==> config.mk <==
export PLATFORM = sky130hd
export DESIGN_NAME = busy_table_ctrl_flat
export DESIGN_NICKNAME = d
export VERILOG_FILES = /design/src/rtl/qu_pkg.sv /design/src/rtl/busy_table_ctrl_if.sv /design/src/rtl/rr_arbiter.sv /design/src/rtl/busy_table_ctrl.sv /design/src/flat_wrapper.sv
export SDC_FILE = /design/constraint.sdc
export NUM_CORES = 1
export LEC_CHECK = 0
export ABC_AREA = 1
export BUFFER_PORTS_ARGS = -buffer_cell sky130_fd_sc_hd__buf_2
export CAP_MARGIN = 10
export CORE_AREA = 2 2 121 76
export CTS_CLUSTER_SIZE = 12
export DETAILED_ROUTE_END_ITERATION = 10
export DIE_AREA = 0 0 123 78
export PLACE_DENSITY = 0.67
export RECOVER_POWER = 25
export SETUP_SLACK_MARGIN = 0.02
export SYNTH_ARGS = -nofsm -noshare
export SYNTH_HDL_FRONTEND = slang
export SYNTH_HIERARCHICAL = 1
export SYNTH_SLANG_ARGS = --single-unit
==> constraint.sdc <==
create_clock -name clk -period 14.35 [get_ports clk]
set_input_delay 3.5875 -clock clk [delete_from_list [all_inputs] [get_ports clk]]
set_output_delay 3.5875 -clock clk [all_outputs]
set_load 0.01 [all_outputs]
==> src/rtl/qu_pkg.sv <==
// Shared types for the busy-table write-port controller: preg address type and controller states.
package qu_pkg;

    localparam int unsigned DEF_PHY_RF_DEPTH = 128;
    localparam int unsigned DEF_NUM_WB       = 4;
    localparam int unsigned PREG_W           = $clog2(DEF_PHY_RF_DEPTH);

    typedef logic [PREG_W-1:0] preg_t;

    typedef enum logic {
        IDLE  = 1'b0,
        FLUSH = 1'b1
    } busy_ctrl_state_t;

endpackage

==> src/rtl/busy_table_ctrl_if.sv <==
// Request, table write/read and lookup bundle between rename/writeback, the controller and the table.
interface busy_table_ctrl_if #(
    parameter int unsigned PHY_RF_DEPTH = 128,
    parameter int unsigned NUM_WB       = 4
);
    localparam int unsigned AW = $clog2(PHY_RF_DEPTH);

    logic                 alloc_valid;
    logic [AW-1:0]        alloc_addr;
    logic                 alloc_ready;
    logic [NUM_WB-1:0]    wb_valid;
    logic [NUM_WB*AW-1:0] wb_addr;
    logic [NUM_WB-1:0]    wb_ready;
    logic                 flush_req;
    logic                 flush_busy;
    logic                 flush_done;
    logic                 bt_wr1_en;
    logic [AW-1:0]        bt_wr1_addr;
    logic                 bt_wr1_in;
    logic                 bt_wr2_en;
    logic [AW-1:0]        bt_wr2_addr;
    logic                 bt_wr2_in;
    logic [AW-1:0]        lk1_addr;
    logic [AW-1:0]        lk2_addr;
    logic                 lk1_busy;
    logic                 lk2_busy;
    logic [AW-1:0]        bt_rd1_addr;
    logic [AW-1:0]        bt_rd2_addr;
    logic                 bt_rd1_out;
    logic                 bt_rd2_out;

    modport slave (
        input  alloc_valid, alloc_addr, wb_valid, wb_addr, flush_req,
        input  lk1_addr, lk2_addr, bt_rd1_out, bt_rd2_out,
        output alloc_ready, wb_ready, flush_busy, flush_done,
        output bt_wr1_en, bt_wr1_addr, bt_wr1_in, bt_wr2_en, bt_wr2_addr, bt_wr2_in,
        output lk1_busy, lk2_busy, bt_rd1_addr, bt_rd2_addr
    );

    modport master (
        output alloc_valid, alloc_addr, wb_valid, wb_addr, flush_req,
        output lk1_addr, lk2_addr, bt_rd1_out, bt_rd2_out,
        input  alloc_ready, wb_ready, flush_busy, flush_done,
        input  bt_wr1_en, bt_wr1_addr, bt_wr1_in, bt_wr2_en, bt_wr2_addr, bt_wr2_in,
        input  lk1_busy, lk2_busy, bt_rd1_addr, bt_rd2_addr
    );

endinterface

==> src/rtl/rr_arbiter.sv <==
// Round-robin arbiter granting up to two requests per cycle; a masked request is skipped and a
// second grant is refused when it conflicts with the first.
module rr_arbiter #(
    parameter int unsigned N  = 4,
    parameter int unsigned IW = (N > 1) ? $clog2(N) : 1
) (
    input  logic           clk,
    input  logic           rst,
    input  logic           en,
    input  logic           two,
    input  logic [N-1:0]   req,
    input  logic [N-1:0]   mask,
    input  logic [N*N-1:0] conflict,
    output logic [N-1:0]   grant,
    output logic           first_valid,
    output logic [IW-1:0]  first_idx,
    output logic           second_valid,
    output logic [IW-1:0]  second_idx
);

    logic [IW-1:0] rr_q, rr_d;
    int unsigned   idx;

    always_comb begin
        grant        = '0;
        first_valid  = 1'b0;
        first_idx    = '0;
        second_valid = 1'b0;
        second_idx   = '0;
        rr_d         = rr_q;
        idx          = 0;
        for (int unsigned k = 0; k < N; k++) begin
            idx = (int'(rr_q) + k) % N;
            if (en && req[idx] && !mask[idx]) begin
                if (!first_valid) begin
                    first_valid = 1'b1;
                    first_idx   = IW'(idx);
                    grant[idx]  = 1'b1;
                    rr_d        = IW'((idx + 1) % N);
                end else if (two && !second_valid && !conflict[int'(first_idx) * N + idx]) begin
                    second_valid = 1'b1;
                    second_idx   = IW'(idx);
                    grant[idx]   = 1'b1;
                    rr_d         = IW'((idx + 1) % N);
                end
            end
        end
    end

    always_ff @(posedge clk or negedge rst) begin
        if (!rst) begin
            rr_q <= '0;
        end else begin
            rr_q <= rr_d;
        end
    end

endmodule

==> src/rtl/busy_table_ctrl.sv <==
// Busy-table write-port scheduler: merges rename busy-set and writeback clears, sequences flush.
// Optional macro QU_BT_WAKEUP_BYPASS_EN forwards same-cycle granted clears to the lookups.
module busy_table_ctrl
    import qu_pkg::*;
#(
    parameter int unsigned PHY_RF_DEPTH = DEF_PHY_RF_DEPTH,
    parameter int unsigned NUM_WB       = DEF_NUM_WB
) (
    input  logic              clk,
    input  logic              rst,
    busy_table_ctrl_if.slave  bus
);

    localparam int unsigned AW = $clog2(PHY_RF_DEPTH);
    localparam int unsigned IW = (NUM_WB > 1) ? $clog2(NUM_WB) : 1;

    busy_ctrl_state_t state_q, state_d;
    logic [AW-1:0]    flush_ptr_q, flush_ptr_d;
    logic             flush_done_q, flush_done_d;

    logic [AW-1:0]           wb_addr_a [NUM_WB];
    logic [NUM_WB-1:0]       wb_mask;
    logic [NUM_WB*NUM_WB-1:0] wb_conflict;
    logic [NUM_WB-1:0]       wb_grant;
    logic                    alloc_grant;
    logic                    arb_en;
    logic                    g1_valid, g2_valid;
    logic [IW-1:0]           g1_idx, g2_idx;

    assign arb_en      = (state_q == IDLE);
    assign alloc_grant = arb_en && bus.alloc_valid;

    // A clear to the preg being set this cycle would collide on the table, so hold it back.
    for (genvar i = 0; i < NUM_WB; i++) begin : g_wb
        assign wb_addr_a[i] = bus.wb_addr[i*AW +: AW];
        assign wb_mask[i]   = alloc_grant && (wb_addr_a[i] == bus.alloc_addr);
        for (genvar j = 0; j < NUM_WB; j++) begin : g_cf
            assign wb_conflict[i*NUM_WB + j] = (wb_addr_a[i] == wb_addr_a[j]);
        end
    end

    rr_arbiter #(
        .N  (NUM_WB),
        .IW (IW)
    ) u_rr_arbiter (
        .clk          (clk),
        .rst          (rst),
        .en           (arb_en),
        .two          (!alloc_grant),
        .req          (bus.wb_valid),
        .mask         (wb_mask),
        .conflict     (wb_conflict),
        .grant        (wb_grant),
        .first_valid  (g1_valid),
        .first_idx    (g1_idx),
        .second_valid (g2_valid),
        .second_idx   (g2_idx)
    );

    always_comb begin
        state_d          = state_q;
        flush_ptr_d      = flush_ptr_q;
        flush_done_d     = 1'b0;
        bus.alloc_ready  = 1'b0;
        bus.wb_ready     = '0;
        bus.flush_busy   = 1'b0;
        bus.bt_wr1_en    = 1'b0;
        bus.bt_wr1_addr  = '0;
        bus.bt_wr1_in    = 1'b0;
        bus.bt_wr2_en    = 1'b0;
        bus.bt_wr2_addr  = '0;
        bus.bt_wr2_in    = 1'b0;
        unique case (state_q)
            IDLE: begin
                bus.alloc_ready = alloc_grant;
                bus.wb_ready    = wb_grant;
                if (alloc_grant) begin
                    bus.bt_wr1_en   = 1'b1;
                    bus.bt_wr1_addr = bus.alloc_addr;
                    bus.bt_wr1_in   = 1'b1;
                    if (g1_valid) begin
                        bus.bt_wr2_en   = 1'b1;
                        bus.bt_wr2_addr = wb_addr_a[g1_idx];
                    end
                end else begin
                    if (g1_valid) begin
                        bus.bt_wr1_en   = 1'b1;
                        bus.bt_wr1_addr = wb_addr_a[g1_idx];
                    end
                    if (g2_valid) begin
                        bus.bt_wr2_en   = 1'b1;
                        bus.bt_wr2_addr = wb_addr_a[g2_idx];
                    end
                end
                if (bus.flush_req) begin
                    state_d = FLUSH;
                end
            end
            FLUSH: begin
                bus.flush_busy  = 1'b1;
                bus.bt_wr1_en   = 1'b1;
                bus.bt_wr1_addr = flush_ptr_q;
                bus.bt_wr2_en   = 1'b1;
                bus.bt_wr2_addr = flush_ptr_q | AW'(1);
                flush_ptr_d     = flush_ptr_q + AW'(2);
                if (flush_ptr_q == AW'(PHY_RF_DEPTH - 2)) begin
                    state_d      = IDLE;
                    flush_ptr_d  = '0;
                    flush_done_d = 1'b1;
                end
            end
            default: state_d = IDLE;
        endcase
    end

    assign bus.flush_done  = flush_done_q;
    assign bus.bt_rd1_addr = bus.lk1_addr;
    assign bus.bt_rd2_addr = bus.lk2_addr;

`ifdef QU_BT_WAKEUP_BYPASS_EN
    logic [NUM_WB-1:0] lk1_hit, lk2_hit;
    for (genvar i = 0; i < NUM_WB; i++) begin : g_byp
        assign lk1_hit[i] = wb_grant[i] && (wb_addr_a[i] == bus.lk1_addr);
        assign lk2_hit[i] = wb_grant[i] && (wb_addr_a[i] == bus.lk2_addr);
    end
    assign bus.lk1_busy = arb_en && bus.bt_rd1_out && !(|lk1_hit);
    assign bus.lk2_busy = arb_en && bus.bt_rd2_out && !(|lk2_hit);
`else
    assign bus.lk1_busy = arb_en && bus.bt_rd1_out;
    assign bus.lk2_busy = arb_en && bus.bt_rd2_out;
`endif

    always_ff @(posedge clk or negedge rst) begin
        if (!rst) begin
            state_q      <= IDLE;
            flush_ptr_q  <= '0;
            flush_done_q <= 1'b0;
        end else begin
            state_q      <= state_d;
            flush_ptr_q  <= flush_ptr_d;
            flush_done_q <= flush_done_d;
        end
    end

endmodule

==> src/flat_wrapper.sv <==
// flat-port wrapper written by rule: the top's interface ports become plain ports
module busy_table_ctrl_flat import qu_pkg::*;
#(
    parameter int unsigned PHY_RF_DEPTH = DEF_PHY_RF_DEPTH,
    parameter int unsigned NUM_WB       = DEF_NUM_WB
)
  (clk, rst, bus_alloc_valid, bus_alloc_addr, bus_wb_valid, bus_wb_addr, bus_flush_req, bus_lk1_addr, bus_lk2_addr, bus_bt_rd1_out, bus_bt_rd2_out, bus_alloc_ready, bus_wb_ready, bus_flush_busy, bus_flush_done, bus_bt_wr1_en, bus_bt_wr1_addr, bus_bt_wr1_in, bus_bt_wr2_en, bus_bt_wr2_addr, bus_bt_wr2_in, bus_lk1_busy, bus_lk2_busy, bus_bt_rd1_addr, bus_bt_rd2_addr);
  busy_table_ctrl_if #(.PHY_RF_DEPTH(PHY_RF_DEPTH), .NUM_WB(NUM_WB)) bus_i ();
  input  logic clk;
  input  logic rst;
  input wire logic [$bits(bus_i.alloc_valid)-1:0] bus_alloc_valid;
  input wire logic [$bits(bus_i.alloc_addr)-1:0] bus_alloc_addr;
  input wire logic [$bits(bus_i.wb_valid)-1:0] bus_wb_valid;
  input wire logic [$bits(bus_i.wb_addr)-1:0] bus_wb_addr;
  input wire logic [$bits(bus_i.flush_req)-1:0] bus_flush_req;
  input wire logic [$bits(bus_i.lk1_addr)-1:0] bus_lk1_addr;
  input wire logic [$bits(bus_i.lk2_addr)-1:0] bus_lk2_addr;
  input wire logic [$bits(bus_i.bt_rd1_out)-1:0] bus_bt_rd1_out;
  input wire logic [$bits(bus_i.bt_rd2_out)-1:0] bus_bt_rd2_out;
  output wire logic [$bits(bus_i.alloc_ready)-1:0] bus_alloc_ready;
  output wire logic [$bits(bus_i.wb_ready)-1:0] bus_wb_ready;
  output wire logic [$bits(bus_i.flush_busy)-1:0] bus_flush_busy;
  output wire logic [$bits(bus_i.flush_done)-1:0] bus_flush_done;
  output wire logic [$bits(bus_i.bt_wr1_en)-1:0] bus_bt_wr1_en;
  output wire logic [$bits(bus_i.bt_wr1_addr)-1:0] bus_bt_wr1_addr;
  output wire logic [$bits(bus_i.bt_wr1_in)-1:0] bus_bt_wr1_in;
  output wire logic [$bits(bus_i.bt_wr2_en)-1:0] bus_bt_wr2_en;
  output wire logic [$bits(bus_i.bt_wr2_addr)-1:0] bus_bt_wr2_addr;
  output wire logic [$bits(bus_i.bt_wr2_in)-1:0] bus_bt_wr2_in;
  output wire logic [$bits(bus_i.lk1_busy)-1:0] bus_lk1_busy;
  output wire logic [$bits(bus_i.lk2_busy)-1:0] bus_lk2_busy;
  output wire logic [$bits(bus_i.bt_rd1_addr)-1:0] bus_bt_rd1_addr;
  output wire logic [$bits(bus_i.bt_rd2_addr)-1:0] bus_bt_rd2_addr;
  assign bus_i.alloc_valid = bus_alloc_valid;
  assign bus_i.alloc_addr = bus_alloc_addr;
  assign bus_i.wb_valid = bus_wb_valid;
  assign bus_i.wb_addr = bus_wb_addr;
  assign bus_i.flush_req = bus_flush_req;
  assign bus_i.lk1_addr = bus_lk1_addr;
  assign bus_i.lk2_addr = bus_lk2_addr;
  assign bus_i.bt_rd1_out = bus_bt_rd1_out;
  assign bus_i.bt_rd2_out = bus_bt_rd2_out;
  assign bus_alloc_ready = bus_i.alloc_ready;
  assign bus_wb_ready = bus_i.wb_ready;
  assign bus_flush_busy = bus_i.flush_busy;
  assign bus_flush_done = bus_i.flush_done;
  assign bus_bt_wr1_en = bus_i.bt_wr1_en;
  assign bus_bt_wr1_addr = bus_i.bt_wr1_addr;
  assign bus_bt_wr1_in = bus_i.bt_wr1_in;
  assign bus_bt_wr2_en = bus_i.bt_wr2_en;
  assign bus_bt_wr2_addr = bus_i.bt_wr2_addr;
  assign bus_bt_wr2_in = bus_i.bt_wr2_in;
  assign bus_lk1_busy = bus_i.lk1_busy;
  assign bus_lk2_busy = bus_i.lk2_busy;
  assign bus_bt_rd1_addr = bus_i.bt_rd1_addr;
  assign bus_bt_rd2_addr = bus_i.bt_rd2_addr;
  busy_table_ctrl #(.PHY_RF_DEPTH(PHY_RF_DEPTH), .NUM_WB(NUM_WB)) u_core (.clk(clk), .rst(rst), .bus(bus_i));
endmodule
==> metrics.txt <==
status complete, no violations; Cell Pwr Density ~140 nW/um^2; n_diodes 0; CP max stage delay between 0.7 and 0.8 ns; Max VDD drop 0.0000968 V; Tot Pwr 538 uW; R2R cell count 27; Final Max Slew Viols 0; Synth cell types 36; DR pass1 iterations 6; R2R Setup Slk around 10 ns; Tightest Pin Transition between 0.9 and 1 ns; Post-DRT Antenna Nets 0; FMAX approximately 84 MHz; I/O pins 100; die span in x 123 um; CP startpoint bus_alloc_valid; Clock Skew 0.000621 ns; via count of the first global-routing pass 3814; Crit Path Category input pin to output port; drt initial violations 580; clock buffer count from CTS 3; setup TNS 0 ns; Seq cells post-synth 10; CTS tree done; slowest stage cell, crit path o21ai_0; Leak 2.05 nW; Worst Path Required about 11 ns; post-route design area 3870 um^2; min cycle time layout approximately 12 ns; Core ar. between 8000 and 9000 um^2; worst setup path end bus_bt_wr2_addr[6]; first-pass GRT wire length 19500 um; crit-path most repeated cell nand2_1; Min-Delay Path Class flop to flop; Placement Setup Slack approximately 2.6 ns; Final GP Congestion between 1 and 1.5; die height a little under 80 um; unrepaired setup endpoints after global routing false; syn_area_per_cell 5.29 um^2; Yosys top cell by area nand2_1; Post-Syn Area ~3600 um^2; max_cap viols 0; combinational group share of total power between 70% and 80%; internal power 218 uW; net switching power roughly 320 uW; Mapped Cells ~700; H-tree depth 1; DP HPWL 9870 um; register clock-pin slew on the reported worst setup and hold paths approximately 0.04 ns; clock share of power roughly 10%; via density per instance 5.42; register share of total power 10.7%; sw frac 59.5%; Area Growth Syn to Fin 6.98%; root buf cell clkbuf_16; Core Rows 26; Skew-Pair Late Insertion Delay ~0.24 ns; hold-fix buffers at CTS 0; GRT Total Usage about 25%; fin nets ~770; Worst EP arrival 8.25 ns; initial antenna violation count 0; final setup vio count 0; port buffer count 70; predominant post-synthesis flop cell dfrtp_1; setup bufs post-CTS 0; CP Launch Type input pin; grt ovf 0; max_slew headroom a little under two fifths; post_cts resized 0; Routed WL 12300 um; final hold viol count 0; DRC errors left 0; largest cells by area after synthesis nand2_1, xnor2_1, nand3_1; Worst Setup End Kind output port; die outline area ~9600 um^2; FFs w/ async S/R, synth 100%; largest net degree at the start of global routing 33; R2R Path Start u_core/state_q$_DFF_PN0_; Starting Density between 40 and 50%; CTS Buffer Depth 2; Wirelength per Cell 15.0 um; Placed Instance Area 3790 um^2; area share of the largest cell type after synthesis approximately 23%; vias post-DR 4422; Max Fanout on Critical Path 16; clk sinks 10; post-synthesis sequential area ratio just under 7%; Worst R2R End u_core/u_rr_arbiter/rr_q[0]$_DFFE_PN0P_; synthesis warning total 6; fin crit share around 82%; setup slack after layout 2.51 ns; fraction of layout cells with a size suffix above 1 roughly 15%; EDFF count, synth 0
==> critical path: cells and delay by family <==
| kind | cells | cell delay, ns |
|---|---|---|
| AO/OA/AOI/OAI | 2 | 0.91 |
| adder cells (fa/ha/maj) | 1 | 0.31 |
| buffers and inverters | 8 | 0.94 |
| AND/OR/NAND/NOR | 22 | 2.48 |
==> logic make-up (layout without fill, tap and decap cells) <==
logic type               after synthesis  count (layout)  synth area share [%]
multiplexers                           2               2                 0.553
XOR/XNOR                              54              54                  13.1
AND/OR/NAND/NOR                      397             397                  48.7
adder cells (fa/ha/maj)                7               7                  2.42
AO/OA/AOI/OAI                         59              59                  8.67
flip-flops                            10              10                  6.91
other                                  2               9                 0.207
buffers and inverters                154             166                  19.5
==> worst min-delay path by stage <==
stage | from | endpoint | slack, ns | cells after the start
global placement | u_core/flush_ptr_q[2]$_DFFE_PN0P_ | u_core/flush_ptr_q[2]$_DFFE_PN0P_ | 0.52 | 2
global route | u_core/flush_ptr_q[1]$_DFFE_PN0P_ | u_core/flush_ptr_q[1]$_DFFE_PN0P_ | 0.56 | 1
finish | u_core/flush_ptr_q[1]$_DFFE_PN0P_ | u_core/flush_ptr_q[1]$_DFFE_PN0P_ | 0.54 | 1
CTS | u_core/flush_ptr_q[1]$_DFFE_PN0P_ | u_core/flush_ptr_q[1]$_DFFE_PN0P_ | 0.54 | 1
detailed placement | u_core/flush_ptr_q[1]$_DFFE_PN0P_ | u_core/flush_ptr_q[1]$_DFFE_PN0P_ | 0.53 | 1
floorplan | u_core/flush_ptr_q[1]$_DFFE_PN0P_ | u_core/flush_ptr_q[1]$_DFFE_PN0P_ | 0.49 | 1
==> flip-flops by register name, summed over array words and instances (netlist names) <==
register / count
u_core/bus.flush_done: 1
u_core/state_q: 1
u_core/flush_ptr_q: 6
u_core/u_rr_arbiter/rr_q: 2
==> routing by layer <==
metal  global-route usage, %  vias up  part of all wire [%]  wire length, um
met3                    6.84        4                    15             1780
met4                    2.95        0                  0.22               27
met2                    32.7      276                    37             4510
met5                       0        -                     0                0
met1                    41.5     2003                    48             5930
li1                        -     2139                     -                -
==> placed cells by master, fill, tap and decap left out, drive strengths merged <==
| cell | count |
|---|---|
| nand3b | 1 |
| nor3 | 5 |
| clkbuf | 5 |
| dfrtp | 10 |
| a21oi | 6 |
| xor2 | 5 |
| clkinv | 1 |
| nand3 | 91 |
| xnor2 | 49 |
| a31oi | 1 |
| o21a | 1 |
| conb | 9 |
| buf | 71 |
| or2 | 1 |
| o22ai | 9 |
| o21ai | 42 |
| inv | 89 |
| nor2 | 63 |
| nand4 | 11 |
| mux2i | 2 |
| ha | 7 |
| nand2 | 225 |
==> cells in the mapped netlist (all sizes together) (5+ instances only) <==
| cell | n |
|---|---|
| clkbuf | 22 |
| xnor2 | 49 |
| nor3 | 5 |
| xor2 | 5 |
| o22ai | 9 |
| buf | 42 |
| dfrtp | 10 |
| a21oi | 6 |
| nand3 | 91 |
| nand2 | 225 |
| nand4 | 11 |
| ha | 7 |
| o21ai | 42 |
| nor2 | 63 |
| inv | 89 |
==> layout make-up <==
class | instances | area [um^2]
timing repair buffer | 72 | 364
inverter | 90 | 340
tap | 112 | 140
fill | 916 | 4520
clock buffer | 4 | 88.8
multi-input combinational | 528 | 2690
sequential | 10 | 250
==> stage by stage <==
stage / utilization [%] / instances / hold WS [ns]
6_report: 46.2 / 816 / 0.535
5_1_grt: 46.2 / 816 / 0.564
4_1_cts: 46.2 / 816 / 0.540
3_5_place_dp: 45.1 / 812 / 0.530
3_3_place_gp: 45.1 / 812 / 0.522
2_1_floorplan: - / 692 / 0.488
==> power groups by stage <==
stage	clock, mW	sequential (mW)	combinational, mW
final	0.0552	0.0573	0.426
after global routing	0.0576	0.0597	0.477
after CTS	0.0563	0.0572	0.415
after detailed placement	0	0.0572	0.412
after global placement	0	0.0569	0.411
after floorplan	0	0.0530	0.327
No activity file was read; power rests on OpenSTA's default activity.
